`config.mk`:
```
export PLATFORM = sky130hd
export DESIGN_NAME = somador_serial_6bits
export DESIGN_NICKNAME = d
export VERILOG_FILES = /design/src/rtl/somador_serial_6bits.sv
export SDC_FILE = /design/constraint.sdc
export NUM_CORES = 1
export LEC_CHECK = 0
export ABC_AREA = 1
export CAP_MARGIN = 20
export CELL_PAD_IN_SITES_DETAIL_PLACEMENT = 1
export CELL_PAD_IN_SITES_GLOBAL_PLACEMENT = 2
export CORE_ASPECT_RATIO = 0.7
export CORE_MARGIN = 2
export CORE_UTILIZATION = 27
export DETAILED_ROUTE_END_ITERATION = 7
export PLACE_DENSITY_LB_ADDON = 0.1
export SETUP_SLACK_MARGIN = 0.15
export SLEW_MARGIN = 10
export SYNTH_ARGS = -nofsm -noshare
export SYNTH_HDL_FRONTEND = slang
export SYNTH_SLANG_ARGS = --single-unit
export TNS_END_PERCENT = 50
```
`constraint.sdc`:
```
create_clock -name clock -period 1.63 [get_ports clock]
set_clock_uncertainty 0.1 [all_clocks]
set_input_delay 0.2445 -clock clock [delete_from_list [all_inputs] [get_ports clock]]
set_output_delay 0.2445 -clock clock [all_outputs]
set_load 0.01 [all_outputs]
```
`src/rtl/somador_serial_6bits.sv`:
```
// Bit-serial WIDTH-bit adder: one full-adder stage, a carry flip-flop and a start/busy/done FSM.
// Optional signed-overflow output `transbordo` is built when SOMADOR_OVERFLOW_EN is defined.
module somador_serial_6bits #(
    parameter int unsigned WIDTH = 6
) (
    input  logic             clock,
    input  logic             reset,
    input  logic             inicio,
    input  logic [WIDTH-1:0] a,
    input  logic [WIDTH-1:0] b,
    input  logic             vaiUmEntrada,
    output logic             ocupado,
    output logic             pronto,
    output logic [WIDTH-1:0] soma,
    output logic             vaiUmFinal
`ifdef SOMADOR_OVERFLOW_EN
    ,
    output logic             transbordo
`endif
);

    localparam int unsigned    CntW    = (WIDTH > 1) ? $clog2(WIDTH) : 1;
    localparam logic [CntW-1:0] CntLast = CntW'(WIDTH - 1);

    typedef enum logic [1:0] {
        StOcioso  = 2'd0,
        StSomando = 2'd1,
        StPronto  = 2'd2
    } state_e;

    state_e          state_q, state_d;
    logic [WIDTH-1:0] a_sh_q, a_sh_d;
    logic [WIDTH-1:0] b_sh_q, b_sh_d;
    logic [WIDTH-1:0] soma_q, soma_d;
    logic [CntW-1:0]  cnt_q, cnt_d;
    logic             c_q, c_d;
    logic             vai_um_q, vai_um_d;
    logic             bit_s, bit_c;
`ifdef SOMADOR_OVERFLOW_EN
    logic             ovf_q, ovf_d;
`endif

    // Single full-adder stage on the current LSBs of the operand shift registers.
    always_comb begin
        bit_s = a_sh_q[0] ^ b_sh_q[0] ^ c_q;
        bit_c = (a_sh_q[0] & b_sh_q[0]) | (c_q & (a_sh_q[0] ^ b_sh_q[0]));
    end

    always_comb begin
        state_d  = state_q;
        a_sh_d   = a_sh_q;
        b_sh_d   = b_sh_q;
        soma_d   = soma_q;
        cnt_d    = cnt_q;
        c_d      = c_q;
        vai_um_d = vai_um_q;
`ifdef SOMADOR_OVERFLOW_EN
        ovf_d    = ovf_q;
`endif
        unique case (state_q)
            StOcioso: begin
                if (inicio) begin
                    state_d  = StSomando;
                    a_sh_d   = a;
                    b_sh_d   = b;
                    c_d      = vaiUmEntrada;
                    cnt_d    = '0;
                    soma_d   = '0;
                    vai_um_d = 1'b0;
`ifdef SOMADOR_OVERFLOW_EN
                    ovf_d    = 1'b0;
`endif
                end
            end
            StSomando: begin
                // Sum bits enter from the MSB side so bit i settles in soma[i] after WIDTH shifts.
                soma_d = {bit_s, soma_q[WIDTH-1:1]};
                a_sh_d = a_sh_q >> 1;
                b_sh_d = b_sh_q >> 1;
                c_d    = bit_c;
                cnt_d  = cnt_q + CntW'(1);
                if (cnt_q == CntLast) begin
                    state_d  = StPronto;
                    vai_um_d = bit_c;
`ifdef SOMADOR_OVERFLOW_EN
                    // c_q is the carry into the MSB, bit_c the carry out of it.
                    ovf_d    = c_q ^ bit_c;
`endif
                end
            end
            StPronto: begin
                state_d = StOcioso;
            end
            default: begin
                state_d = StOcioso;
            end
        endcase
    end

    always_ff @(posedge clock) begin
        if (reset) begin
            state_q  <= StOcioso;
            a_sh_q   <= '0;
            b_sh_q   <= '0;
            soma_q   <= '0;
            cnt_q    <= '0;
            c_q      <= 1'b0;
            vai_um_q <= 1'b0;
`ifdef SOMADOR_OVERFLOW_EN
            ovf_q    <= 1'b0;
`endif
        end else begin
            state_q  <= state_d;
            a_sh_q   <= a_sh_d;
            b_sh_q   <= b_sh_d;
            soma_q   <= soma_d;
            cnt_q    <= cnt_d;
            c_q      <= c_d;
            vai_um_q <= vai_um_d;
`ifdef SOMADOR_OVERFLOW_EN
            ovf_q    <= ovf_d;
`endif
        end
    end

    always_comb begin
        ocupado    = (state_q == StSomando);
        pronto     = (state_q == StPronto);
        soma       = soma_q;
        vaiUmFinal = vai_um_q;
`ifdef SOMADOR_OVERFLOW_EN
        transbordo = ovf_q;
`endif
    end

    busy_done_exclusive: assert property (@(posedge clock) !(ocupado && pronto));

endmodule

```
Word-level counts from Yosys, hierarchy flattened:

Cells that the tools add are included.
Widths: inputs -> output; s select.

* bits in registers: 25
* word-level logic and storage cells: 39

* add/sub/neg operators: 1
* equal/unequal tests: 5
* mux-type cells: 16
* bitwise gates (word level): 5
* reductions and logical operators: 5

Operators by type and width (number)
* $pmux 6 s2: 3
* $mux 6: 3
* $pmux 3 s2: 1
* $mux 2: 2
* $pmux 1 s2: 2
* $pmux 2 s2: 1
* $reduce_and 2->1: 2
* $add 3x1->3 const B: 1
* $eq 3x3->1 const B: 1
* $mux 1: 3
* $mux 3: 1
* $reduce_and 3->1: 1
* $and 1x1->1: 2
* $eq 2x1->1 const B: 1
* $eq 2x2->1 const B: 1
* $logic_not 2->1: 1
* $ne 2x1->1 const B: 1
* $ne 2x2->1 const B: 1
* $reduce_bool 2->1: 1
* $xor 1x1->1: 2
* $or 1x1->1: 1

Longest topological paths before layout:

* depth in word-level cells: 5
* mapped depth: 7

Worst setup path after synthesis:

No wires, ideal clock.

* path type: register to register
* from: register a_sh_q[0]
* to: register vai_um_q (netlist: vaiUmFinal)
* library setup time: 0.064 ns
* arrival: 1.100 ns
* required time: 1.466 ns
* setup slack: 0.366 ns
* stages on the path, launching flop included: 7
* path buffers: 0
* clock period less this slack: 1.264 ns
* cells stage by stage: dfxtp_1 > inv_1 > fa_1 > nand3b_1 > nand3_1 > nand2_1 > nor2_1

* cells in the longest elaborated chain, start to end: 5
* elaborated cells on any way between the ends: 6

Ends and longest elaborated chain
* from (decl): line 32 `logic [WIDTH-1:0] a_sh_q, a_sh_d;`
* from (signal assigned): line 114 `a_sh_q <= a_sh_d;`
* $xor 1x1->1: line 46 `bit_c = (a_sh_q[0] & b_sh_q[0]) | (c_q & (a_sh_q[0] ^ b_sh_q[0]));`
* $and 1x1->1: line 46
* $or 1x1->1 (*): line 46
* $mux 1 (*): line 82 `if (cnt_q == CntLast) begin`
* $pmux 1 s2 (*): line 60 `unique case (state_q)`
* to (signal assigned): line 119 `vai_um_q <= vai_um_d;`
* to (decl): line 37 `logic vai_um_q, vai_um_d;`

Mark *: on every way between the ends. The rest lies on a longest branch, timed or not. The select of a mux whose other input is x is not followed.
A chain may end at the register's enable or synchronous reset.

Final worst setup path:

* from: register state_q[1]
* to: output port pronto

* cells in the longest elaborated chain, start to end: 1

Ends and longest elaborated chain
* from (decl): line 31 `state_e state_q, state_d;`
* from (signal assigned): line 102 `state_q <= StOcioso;`
* from (signal assigned): line 113 `state_q <= state_d;`
* $eq 2x2->1: line 128 `pronto = (state_q == StPronto);`
* to (decl): line 13 `output logic pronto,`

Every way passes these cells.

==> metrics.txt <==
vias 1,092; NetSw 351 uW; pwr/cell area 837 nW/um^2; GP Congestion 0.770; Clk pwr share 0.290; Max-slew headroom 0.884; CP cell instances inv_2, nor2_1, dlygate4sd2_1; Power, Total 1290 uW; Syn Nets 184; DRT iter0 DRCs 36; CP required 1.29 ns; Total Routing Usage GR 0.137; Worst-path clk slew 0.08 ns; max layer used met4; final cycle utilization of the critical path 0.866; area delta synth->final 32.4%; proportion of layout cells with a drive suffix above 1 0.108; Die Y 58.9 um; CTS Hold Buffers Added 0; DRC viols 0; DP Worst Slack 0.0385 ns; crit path buf inv count 2; die footprint 4850 um^2; status finished, final reports clean; final setup margin 0.219 ns; global-route wire length before repair 5.02 mm; vias in the first global route 1,069; fmax 709 MHz; largest net degree at the start of global routing 24; RR Endpoint vaiUmFinal; Yosys reg bits 25; Post-Route M1 WL 1.50 mm; Max FO, Critical Path 6; reg2reg start a_sh_q[0]; library cells used by synthesis 22; Seq/Total Area, Yosys 0.431; cell area after synthesis 1160 um^2; Worst Hold Depth 2; met3 WL 133 um; CTS Sinks 25; Max Slew Vio Count 0; Final Hold Viols 0; drt wl/cell 11.9 um; sw frac 0.272; drt first pass iters 4; delay-heaviest family, CP flip-flops; number of antenna diodes 0; synth cell count leaders nand2_1 (33), nor2_1 (32), dfxtp_1 (25), inv_1 (22); Max clock buf depth 2; worst min-delay path endpoint state_q[1]; Core Footprint 4020 um^2; CTS buffer count 3; critical path launch point state_q[1]; worst vdd ir 0.345 mV; worst hold start cnt_q[2]; Starting Density 0.289; min cycle time layout 1.41 ns; Routed Antenna Nets 0; max-cap viol count 0; Warnings, synthesis 0; Post-Syn Area per Cell 7.04 um^2; sequential share of power 0.521; final wirelength 2.93 mm; Clock Latency Late Sink 0.27 ns; root buf cell clkbuf_8; Worst Max-Slew Pin Slew 0.172 ns; I/O Buffers 24; Logic pwr share 0.190; FP Rows 19; Static Leak 0.000696 uW; Worst R2R Path Depth 6; antenna violations before repair 0; DR WL met2 1.27 mm; I/O pins 25; CP Data Arrival Time 1.07 ns; ys async rst share 0; Area contributors post-synth dfxtp_1 (43%), nand2_1 (11%), nor2_1 (10%), inv_1 (7.1%), nand3_1 (4.7%); RSZ-0062 raised after global routing true; Slowest cell on crit path dfxtp_2; Crit. End Element output pin; DIE WIDTH 82.4 um; placed cell areas 1500 um^2; cell taking the most area after synthesis dfxtp_1; Top FF cell, synth dfxtp_1; final setup fails 0; Crit Path Class reg -> out; Final Cell Area 1540 um^2; Hold WC Path Type reg -> reg; Yosys top cell area share 0.431; setup repair bufs after CTS 0; count leader, synth nand2_1; H-tree levels 1; setup TNS 0 ns; Worst path max stage delay 0.35 ns; hpwl dp 2.19 mm; r2r setup slk 0.24 ns; CTS tree done; Vias/cell 4.44; CP startpoint kind register; internal power 937 uW; GRT overflow 0; nets 214; Post-synth EDFFs 0; Post-Syn Instances 165
## registers in the layout, summed over array words and instances (netlist names)
name and count:
b_sh_q 6, state_q 2, a_sh_q 6, vaiUmFinal 1
soma 6, c_q 1, cnt_q 3
## logic make-up (layout without fill, tap and decap cells)
family          after synthesis  after routing  share of synthesized area
compound gates               25             25                      0.117
fa+ha+maj                     3              3                     0.0387
buf+inv                      31             60                      0.129
flops                        25             25                      0.431
simple gates                 81             81                      0.284
## layer usage
layer | up-vias | global-route usage
met1 | 503 | 0.188
li1 | 571 | -
met3 | 4 | 0.0429
met4 | 0 | 0.0286
met5 | - | 0
met2 | 14 | 0.213
## power by group through the flow
stage	Combinational, uW	Clock [uW]	Sequential, uW
floorplan	147	0	682
global placement	247	0	684
detailed placement	252	0	684
CTS	250	400	671
global route	279	424	677
finish	244	373	671
## layout make-up
class | instances | area (um^2)
multi-input combinational | 109 | 512
fill | 512 | 2480
sequential | 25 | 507
tap | 52 | 65.1
inverter | 23 | 86.3
clock buffer | 3 | 41.3
clock inverter | 1 | 5.00
timing repair buffer | 33 | 323
## worst max path at each step
stage                       endpoint  slack [ns]  depth (start not counted)
final                         pronto        0.22                          3
after floorplan           vaiUmFinal        0.37                          6
after CTS                     pronto        0.16                          3
after global routing      vaiUmFinal        0.14                          6
after global placement     a_sh_q[0]        0.07                          7
after detailed placement   a_sh_q[3]        0.04                          7
## worst min-delay path, stage by stage, from the launching register on
cell	delay, ns
dfxtp_1	0.32
nand2_1	0.07
nor2_1	0.04
## metrics by stage
stage          hold slack (ns)  std cells  utilization
6_report                 0.373        246        0.383
5_1_grt                  0.415        246        0.383
3_5_place_dp             0.376        242        0.372
3_3_place_gp             0.367        242        0.372
2_1_floorplan            0.214        165            -
4_1_cts                  0.387        246        0.382
## timing repair
item / in CTS / in global routing
pin swaps: 0 / 0
setup endpoints to repair: 9 / 4
resized for setup: 10 / 4
## cell usage in the layout, fill, tap and decap left out, types with 7 or more instances in the layout
cell / count
nand2_1: 33
nor2_1: 32
inv_1: 22
dfxtp_1: 22
clkdlybuf4s50_1: 15
nand3_1: 11
o21ai_0: 11
dlygate4sd2_1: 8
a21oi_1: 7
buf_4: 7
Power figures use the tool's default switching activity.
